$ cat config.mk
export PLATFORM = sky130hd
export DESIGN_NAME = regbus_arbiter_flat
export DESIGN_NICKNAME = d
export VERILOG_FILES = /design/src/rtl/regbus_pkg.sv /design/src/rtl/regbus_arbiter_if.sv /design/src/rtl/regbus_stall_counter.sv /design/src/rtl/regbus_arbiter.sv /design/src/flat_wrapper.sv
export SDC_FILE = /design/constraint.sdc
export NUM_CORES = 1
export LEC_CHECK = 0
export ABC_AREA = 1
export CELL_PAD_IN_SITES_DETAIL_PLACEMENT = 1
export CELL_PAD_IN_SITES_GLOBAL_PLACEMENT = 1
export CORE_UTILIZATION = 21
export CTS_CLUSTER_SIZE = 30
export DETAILED_ROUTE_END_ITERATION = 6
export GPL_ROUTABILITY_DRIVEN = 1
export PLACE_DENSITY = 0.92
export SYNTH_ARGS = -nofsm -noshare
export SYNTH_HDL_FRONTEND = slang
export SYNTH_SLANG_ARGS = --single-unit
export TNS_END_PERCENT = 5
$ cat constraint.sdc
create_clock -name clk -period 3.19 [get_ports clk]
set_clock_uncertainty 0.1 [all_clocks]
set_input_delay 0.7975 -clock clk [delete_from_list [all_inputs] [get_ports clk]]
set_output_delay 0.7975 -clock clk [all_outputs]
set_load 0.01 [all_outputs]
$ cat src/rtl/regbus_pkg.sv
// Shared constants for the register-bank arbiter: state encoding, default
// bus widths and the stall-counter width.
package regbus_pkg;

  localparam int ADRW_DEF    = 2;
  localparam int DATW_DEF    = 3;
  localparam int STALL_CNT_W = 16;

  typedef enum logic [1:0] {
    ST_IDLE    = 2'd0,
    ST_A_HOLD  = 2'd1,
    ST_B_RDCAP = 2'd2
  } st_e;

endpackage

$ cat src/rtl/regbus_arbiter_if.sv
// Signal bundle between the bus slave (port A), the internal master (port B)
// and the register bank. The arbiter uses the slave modport.
interface regbus_arbiter_if
  import regbus_pkg::*;
#(
  parameter int ADRW = ADRW_DEF,
  parameter int DATW = DATW_DEF
) ();

  logic            a_do_read;
  logic            a_do_write;
  logic [ADRW-1:0] a_adr;
  logic [DATW-1:0] a_wdata;
  logic [DATW-1:0] a_rdata;

  logic            b_req;
  logic            b_we;
  logic [ADRW-1:0] b_adr;
  logic [DATW-1:0] b_wdata;
  logic            b_ack;
  logic [DATW-1:0] b_rdata;

  logic            reg_we;
  logic            reg_re;
  logic [ADRW-1:0] reg_adr;
  logic [DATW-1:0] reg_wdata;
  logic [DATW-1:0] reg_rdata;

  modport slave (
    input  a_do_read, a_do_write, a_adr, a_wdata,
    input  b_req, b_we, b_adr, b_wdata,
    input  reg_rdata,
    output a_rdata, b_ack, b_rdata,
    output reg_we, reg_re, reg_adr, reg_wdata
  );

  modport master (
    output a_do_read, a_do_write, a_adr, a_wdata,
    output b_req, b_we, b_adr, b_wdata,
    output reg_rdata,
    input  a_rdata, b_ack, b_rdata,
    input  reg_we, reg_re, reg_adr, reg_wdata
  );

endinterface

$ cat src/rtl/regbus_stall_counter.sv
// Saturating event counter used to measure how long port B is held off.
module regbus_stall_counter
  import regbus_pkg::*;
#(
  parameter int W = STALL_CNT_W
) (
  input  logic         clk,
  input  logic         rst,
  input  logic         inc,
  output logic [W-1:0] cnt
);

  always_ff @(posedge clk) begin
    if (rst) begin
      cnt <= '0;
    end else if (inc && (cnt != '1)) begin
      cnt <= cnt + 1'b1;
    end
  end

endmodule

$ cat src/rtl/regbus_arbiter.sv
// Two-port arbiter for the register bank: A (bus slave strobes) always wins with
// zero latency, B (req/ack master) fills idle cycles. Define REGBUS_ARB_STATS_EN
// to add the b_stall_cnt output.
module regbus_arbiter
  import regbus_pkg::*;
#(
  parameter int ADRW = ADRW_DEF,
  parameter int DATW = DATW_DEF
) (
  input  logic                   clk,
  input  logic                   rst,
  regbus_arbiter_if.slave        bus
`ifdef REGBUS_ARB_STATS_EN
  ,
  output logic [STALL_CNT_W-1:0] b_stall_cnt
`endif
);

  st_e             st, st_nxt;
  logic            b_ack_q, b_ack_nxt, b_cap;
  logic [DATW-1:0] b_rdata_q;
  logic            reg_we_c, reg_re_c;
  logic [ADRW-1:0] reg_adr_c;
  logic [DATW-1:0] reg_wdata_c;

  // NOTE: sequential state uses non-blocking assignments so every flop samples
  // pre-edge values regardless of statement order.
  always_ff @(posedge clk) begin
    if (rst) begin
      st        <= ST_IDLE;
      b_ack_q   <= 1'b0;
      b_rdata_q <= '0;
    end else begin
      st      <= st_nxt;
      b_ack_q <= b_ack_nxt;
      if (b_cap) b_rdata_q <= bus.reg_rdata;
    end
  end

  // NOTE: every output of this block is assigned a default first, so no path
  // leaves a signal unassigned and no latch is inferred.
  always_comb begin
    st_nxt      = ST_IDLE;
    b_ack_nxt   = 1'b0;
    b_cap       = 1'b0;
    reg_we_c    = 1'b0;
    reg_re_c    = 1'b0;
    reg_adr_c   = bus.a_adr;
    reg_wdata_c = bus.a_wdata;

    // An A strobe preempts whatever B was doing; an aborted B read restarts
    // from IDLE because b_req is still held.
    if (bus.a_do_write) begin
      reg_we_c = 1'b1;
    end else if (bus.a_do_read) begin
      reg_re_c = 1'b1;
      st_nxt   = ST_A_HOLD;
    end else begin
      case (st)
        ST_IDLE: begin
          if (bus.b_req) begin
            reg_adr_c = bus.b_adr;
            if (bus.b_we) begin
              reg_we_c    = 1'b1;
              reg_wdata_c = bus.b_wdata;
              b_ack_nxt   = 1'b1;
            end else begin
              reg_re_c = 1'b1;
              st_nxt   = ST_B_RDCAP;
            end
          end
        end
        ST_A_HOLD: begin
          // keep a_adr on the bank so the bus slave latches settled data
        end
        ST_B_RDCAP: begin
          reg_adr_c = bus.b_adr;
          b_cap     = 1'b1;
          b_ack_nxt = 1'b1;
        end
        default: begin
        end
      endcase
    end
  end

  assign bus.reg_we    = reg_we_c & ~rst;
  assign bus.reg_re    = reg_re_c & ~rst;
  assign bus.reg_adr   = reg_adr_c;
  assign bus.reg_wdata = reg_wdata_c;
  assign bus.a_rdata   = bus.reg_rdata;
  assign bus.b_ack     = b_ack_q;
  assign bus.b_rdata   = b_rdata_q;

`ifdef REGBUS_ARB_STATS_EN
  logic b_blocked;

  // An abort in B_RDCAP is always caused by an A strobe, so it is covered here.
  assign b_blocked = bus.b_req & ~b_ack_q &
                     (bus.a_do_read | bus.a_do_write | (st == ST_A_HOLD));

  regbus_stall_counter #(.W(STALL_CNT_W)) u_stall_counter (
    .clk (clk),
    .rst (rst),
    .inc (b_blocked),
    .cnt (b_stall_cnt)
  );
`endif

endmodule
$ cat src/flat_wrapper.sv
// flat-port wrapper written by rule: the top's interface ports become plain ports
module regbus_arbiter_flat import regbus_pkg::*;
#(
  parameter int ADRW = ADRW_DEF,
  parameter int DATW = DATW_DEF
)
  (clk, rst, bus_a_do_read, bus_a_do_write, bus_a_adr, bus_a_wdata, bus_b_req, bus_b_we, bus_b_adr, bus_b_wdata, bus_reg_rdata, bus_a_rdata, bus_b_ack, bus_b_rdata, bus_reg_we, bus_reg_re, bus_reg_adr, bus_reg_wdata);
  regbus_arbiter_if #(.ADRW(ADRW), .DATW(DATW)) bus_i ();
  input  logic clk;
  input  logic rst;
  input wire logic [$bits(bus_i.a_do_read)-1:0] bus_a_do_read;
  input wire logic [$bits(bus_i.a_do_write)-1:0] bus_a_do_write;
  input wire logic [$bits(bus_i.a_adr)-1:0] bus_a_adr;
  input wire logic [$bits(bus_i.a_wdata)-1:0] bus_a_wdata;
  input wire logic [$bits(bus_i.b_req)-1:0] bus_b_req;
  input wire logic [$bits(bus_i.b_we)-1:0] bus_b_we;
  input wire logic [$bits(bus_i.b_adr)-1:0] bus_b_adr;
  input wire logic [$bits(bus_i.b_wdata)-1:0] bus_b_wdata;
  input wire logic [$bits(bus_i.reg_rdata)-1:0] bus_reg_rdata;
  output wire logic [$bits(bus_i.a_rdata)-1:0] bus_a_rdata;
  output wire logic [$bits(bus_i.b_ack)-1:0] bus_b_ack;
  output wire logic [$bits(bus_i.b_rdata)-1:0] bus_b_rdata;
  output wire logic [$bits(bus_i.reg_we)-1:0] bus_reg_we;
  output wire logic [$bits(bus_i.reg_re)-1:0] bus_reg_re;
  output wire logic [$bits(bus_i.reg_adr)-1:0] bus_reg_adr;
  output wire logic [$bits(bus_i.reg_wdata)-1:0] bus_reg_wdata;
  assign bus_i.a_do_read = bus_a_do_read;
  assign bus_i.a_do_write = bus_a_do_write;
  assign bus_i.a_adr = bus_a_adr;
  assign bus_i.a_wdata = bus_a_wdata;
  assign bus_i.b_req = bus_b_req;
  assign bus_i.b_we = bus_b_we;
  assign bus_i.b_adr = bus_b_adr;
  assign bus_i.b_wdata = bus_b_wdata;
  assign bus_i.reg_rdata = bus_reg_rdata;
  assign bus_a_rdata = bus_i.a_rdata;
  assign bus_b_ack = bus_i.b_ack;
  assign bus_b_rdata = bus_i.b_rdata;
  assign bus_reg_we = bus_i.reg_we;
  assign bus_reg_re = bus_i.reg_re;
  assign bus_reg_adr = bus_i.reg_adr;
  assign bus_reg_wdata = bus_i.reg_wdata;
  regbus_arbiter #(.ADRW(ADRW), .DATW(DATW)) u_core (.clk(clk), .rst(rst), .bus(bus_i));
endmodule
==> reports/results.txt <==
The tools report the overall die area as 2170 um^2. The first-pass iteration count of the detailed router came out at 2. The worst setup path is captured at an output pin.

The synthesized instance count is 69, and the total power divided by cell area is 265 nW/um^2. The area overhead of the layout relative to synthesis was 91.0%; the CTS clock-pin slew for the worst setup and hold paths was 0.04 ns. The share of the yosys chip area belonging to registers came out at 28.8%. Once layout is done, the placed cells without fillers occupy 796 um^2. The end-of-flow core utilization is 44.2%, and the number of storage elements in the synthesis netlist is 6. STA classifies the critical path startpoint as an input pin. Subtracting the final worst setup slack from the clock period gives 3.16 ns. Routability-driven placement finished with a final weighted congestion of 0.748.

The average instance in the mapped netlist occupies 6.04 um^2. The run gives 16 as the number of distinct standard cells referenced by the synthesized netlist. The run gives 1 as the number of H-tree levels.

The total of endpoints with negative setup slack in the final report was 0; the fill cell total of the finished layout was 245. X dimension of the die: 46.5 um. The worst register-to-register path begins at u_core.st[1]. By area the synthesized netlist is led by dfxtp_1 29%, nand2_1 16%, inv_1 15%. Total number of clock tree sinks: 6.

The largest net degree at the start of global routing is 8. The run gives 2.26 ns as the arrival time of the worst setup path. Setup repair after global routing could not meet its margin everywhere.

The number of buffers inserted for hold repair after clock tree synthesis is 0. The run finished with clean final reports. Measured in cells, the most critical reg-to-reg path has a length of 4. Terminus of the critical flop-to-flop path: u_core.bus.b_rdata[0].

Total count of hold-check failures in the final report: 0. During I/O placement, the number of pins put on the boundary was 33. Summing over every cut layer, the via total after detailed routing is 530. The logs give 125 for the number of placed instances with taps included and 0.409 nW for the leakage power. Summed over all nets, the half-perimeter wirelength after detailed placement is 1.12 mm. After detailed routing, the total wire length is 1.28 mm. Global routing used 13.1% of the available tracks across all layers. For the pin with the worst max-slew slack, the measured transition is 0.265 ns.

The maximum fanout along the worst path was 6; the number of design-rule violations left by the first detailed-router iteration was 3. The run gives 0 as the buffers inserted during post-CTS setup optimization. For this run, the top clock speed supported by timing is 316 MHz. The via-per-instance ratio is 4.14. Clock tree synthesis selected as its root buffer the cell clkbuf_4. Once detail routing completed, the nets flagged for antenna violations numbered 0. The total number of nets in the final design is 124, and the average routed wire per standard cell is 10.0 um. The tool flagged a number of max-cap violations equal to 0.

The tools report the initial antenna violation count as 0. The Yosys step of the flow raised 0 warnings. Destination of the worst hold path: u_core.bus.b_rdata[1].

Once layout is complete, the cells apart from fillers number 128. The tightest min-delay check is of the reg -> reg type. After synthesis, the largest area contributor takes up 28.8% of total cell area. The worst path uses 99.1% of the clock period.

The buffer levels on the longest clock path is 2. The floorplan row count is 15, and the floorplan core area is 1800 um^2. The first global-routing pass estimated 2.02 mm of wire.

The maximum vdd drop was 0.105 mV. The relative slew slack came out at 82.3%. The tools report the overflow left after global routing as 0.

Summing all placed instances gives a cell area of 761 um^2. TritonCTS built the clock tree. The repair_antennas step left the layout with diodes totalling 0. The initial standard-cell utilization of the core was 23.1%; the total DRC errors in the routed layout was 0.

The biggest area contributor in the post-synthesis netlist is dfxtp_1. The startpoint identified for the worst hold timing path is u_core.bus.b_rdata[1]. The library cell used most frequently in the layout, excluding fill and tap cells, is clkdlybuf4s50_1. Clock latency on the worst-skew pair, taken at its later pin, is 0.24 ns.

For the critical path required time, the log shows 2.29 ns. The tools report the number of buffers added by the clock tree synthesis step as 3. The tools report the setup slack on the worst flop-to-flop path as 2.19 ns.

The worst hold path was traced through 4 stages. The run gives 504 as the number of global-route vias before repair. The path type of the worst setup path was in -> out. The cell area after synthesis is 417 um^2. The number of pins exceeding their max-slew limit in the final report was 0; the net count after synthesis was 88. From bottom edge to top edge, the die measures 46.5 um. Leaving out fill and tap cells, the most frequent cells in the layout are 26 x clkdlybuf4s50_1, 18 x nand2_1, 17 x inv_1. In this run the tool buffered the top-level ports with 32 buffer cells. Share of cells above drive strength 1: 9.71%.
-- report_power, final --
group,switching [W],internal (W),leakage [nW]
registers,0.00000120,0.0000764,0.0486
clock network,0.0000247,0.0000424,0.0138
logic,0.0000262,0.0000398,0.347
-- worst max-delay path, stage by stage --
cell and delay, ns:
clkdlybuf4s50_1 0.49, nand2_1 0.06, inv_1 0.10, nand3_2 0.13, o21ai_1 0.14, clkdlybuf4s50_1 0.55
-- repair_timing --
action | 4_1_cts | 5_1_grt
endpoints found under the hold margin | 0 | 0
gates resized for setup | 3 | 4
pin swaps | 0 | 0
endpoints found under the setup margin | 5 | 6
-- final cells by class --
cell class                 count  area (um^2)  area share (%)
tap                           25         31.3            3.93
multi-input combinational     43          215            27.0
timing repair buffer          34          343            43.1
sequential                     6          120            15.1
clock buffer                   3         22.5            2.83
inverter                      17         63.8            8.02
-- routing by layer --
metal | global-route usage [%] | part of all wire [%] | up-vias
met5 | 0 | 0 | -
met4 | 3.53 | 0.63 | 0
met3 | 3.92 | 5.8 | 2
met2 | 25.0 | 54 | 16
met1 | 13.5 | 40 | 235
li1 | - | - | 277
-- flip-flops by register name (all words and copies together), names as in the netlist --
register,count
u_core.bus.b_rdata,3
u_core.st,2
u_core.bus.b_ack,1
-- worst max path at each step --
stage                  start                to  slack, ns  depth (start not counted)
3_5_place_dp   bus_a_do_read    bus_reg_adr[0]      -0.10                          5
6_report           bus_b_req  bus_reg_wdata[0]       0.03                          6
4_1_cts            bus_b_req  bus_reg_wdata[1]      0.009                          6
5_1_grt            bus_b_req  bus_reg_wdata[0]      -0.11                          6
2_1_floorplan  bus_a_do_read  bus_reg_wdata[0]       1.00                          3
3_3_place_gp   bus_a_do_read    bus_reg_adr[1]      -0.02                          5
-- stage by stage --
step | setup slack (ns) | power, W | setup TNS, ns | hold WS (ns)
after floorplan | 1.00 | 0.000103 | 0 | 0.430
after global placement | -0.0227 | 0.000145 | -0.0436 | 0.396
after detailed placement | -0.102 | 0.000147 | -0.233 | 0.409
after CTS | 0.00903 | 0.000216 | 0 | 0.416
after global routing | -0.106 | 0.000224 | -0.123 | 0.433
final | 0.0292 | 0.000211 | 0 | 0.411
-- cells by family (layout without fill, tap and decap cells) --
family	count (synthesis)	count (layout)	share of synthesized area, %
simple gates	38	38	44.4
compound gates	5	5	6.00
flops	6	6	28.8
buf+inv	20	54	20.7
-- synth_stat cells --
cell / count
nand2_1: 18
inv_1: 17
dfxtp_1: 6
nor2_1: 6
buf_4: 3
nand3_1: 3
nand4_1: 3
o21ai_1: 3
nand3_2: 2
nor3_1: 2
a21oi_1: 1
nand3b_1: 1
nor2_2: 1
nor2_4: 1
o21ai_0: 1
or2_1: 1
Power figures use the tool's default switching activity.
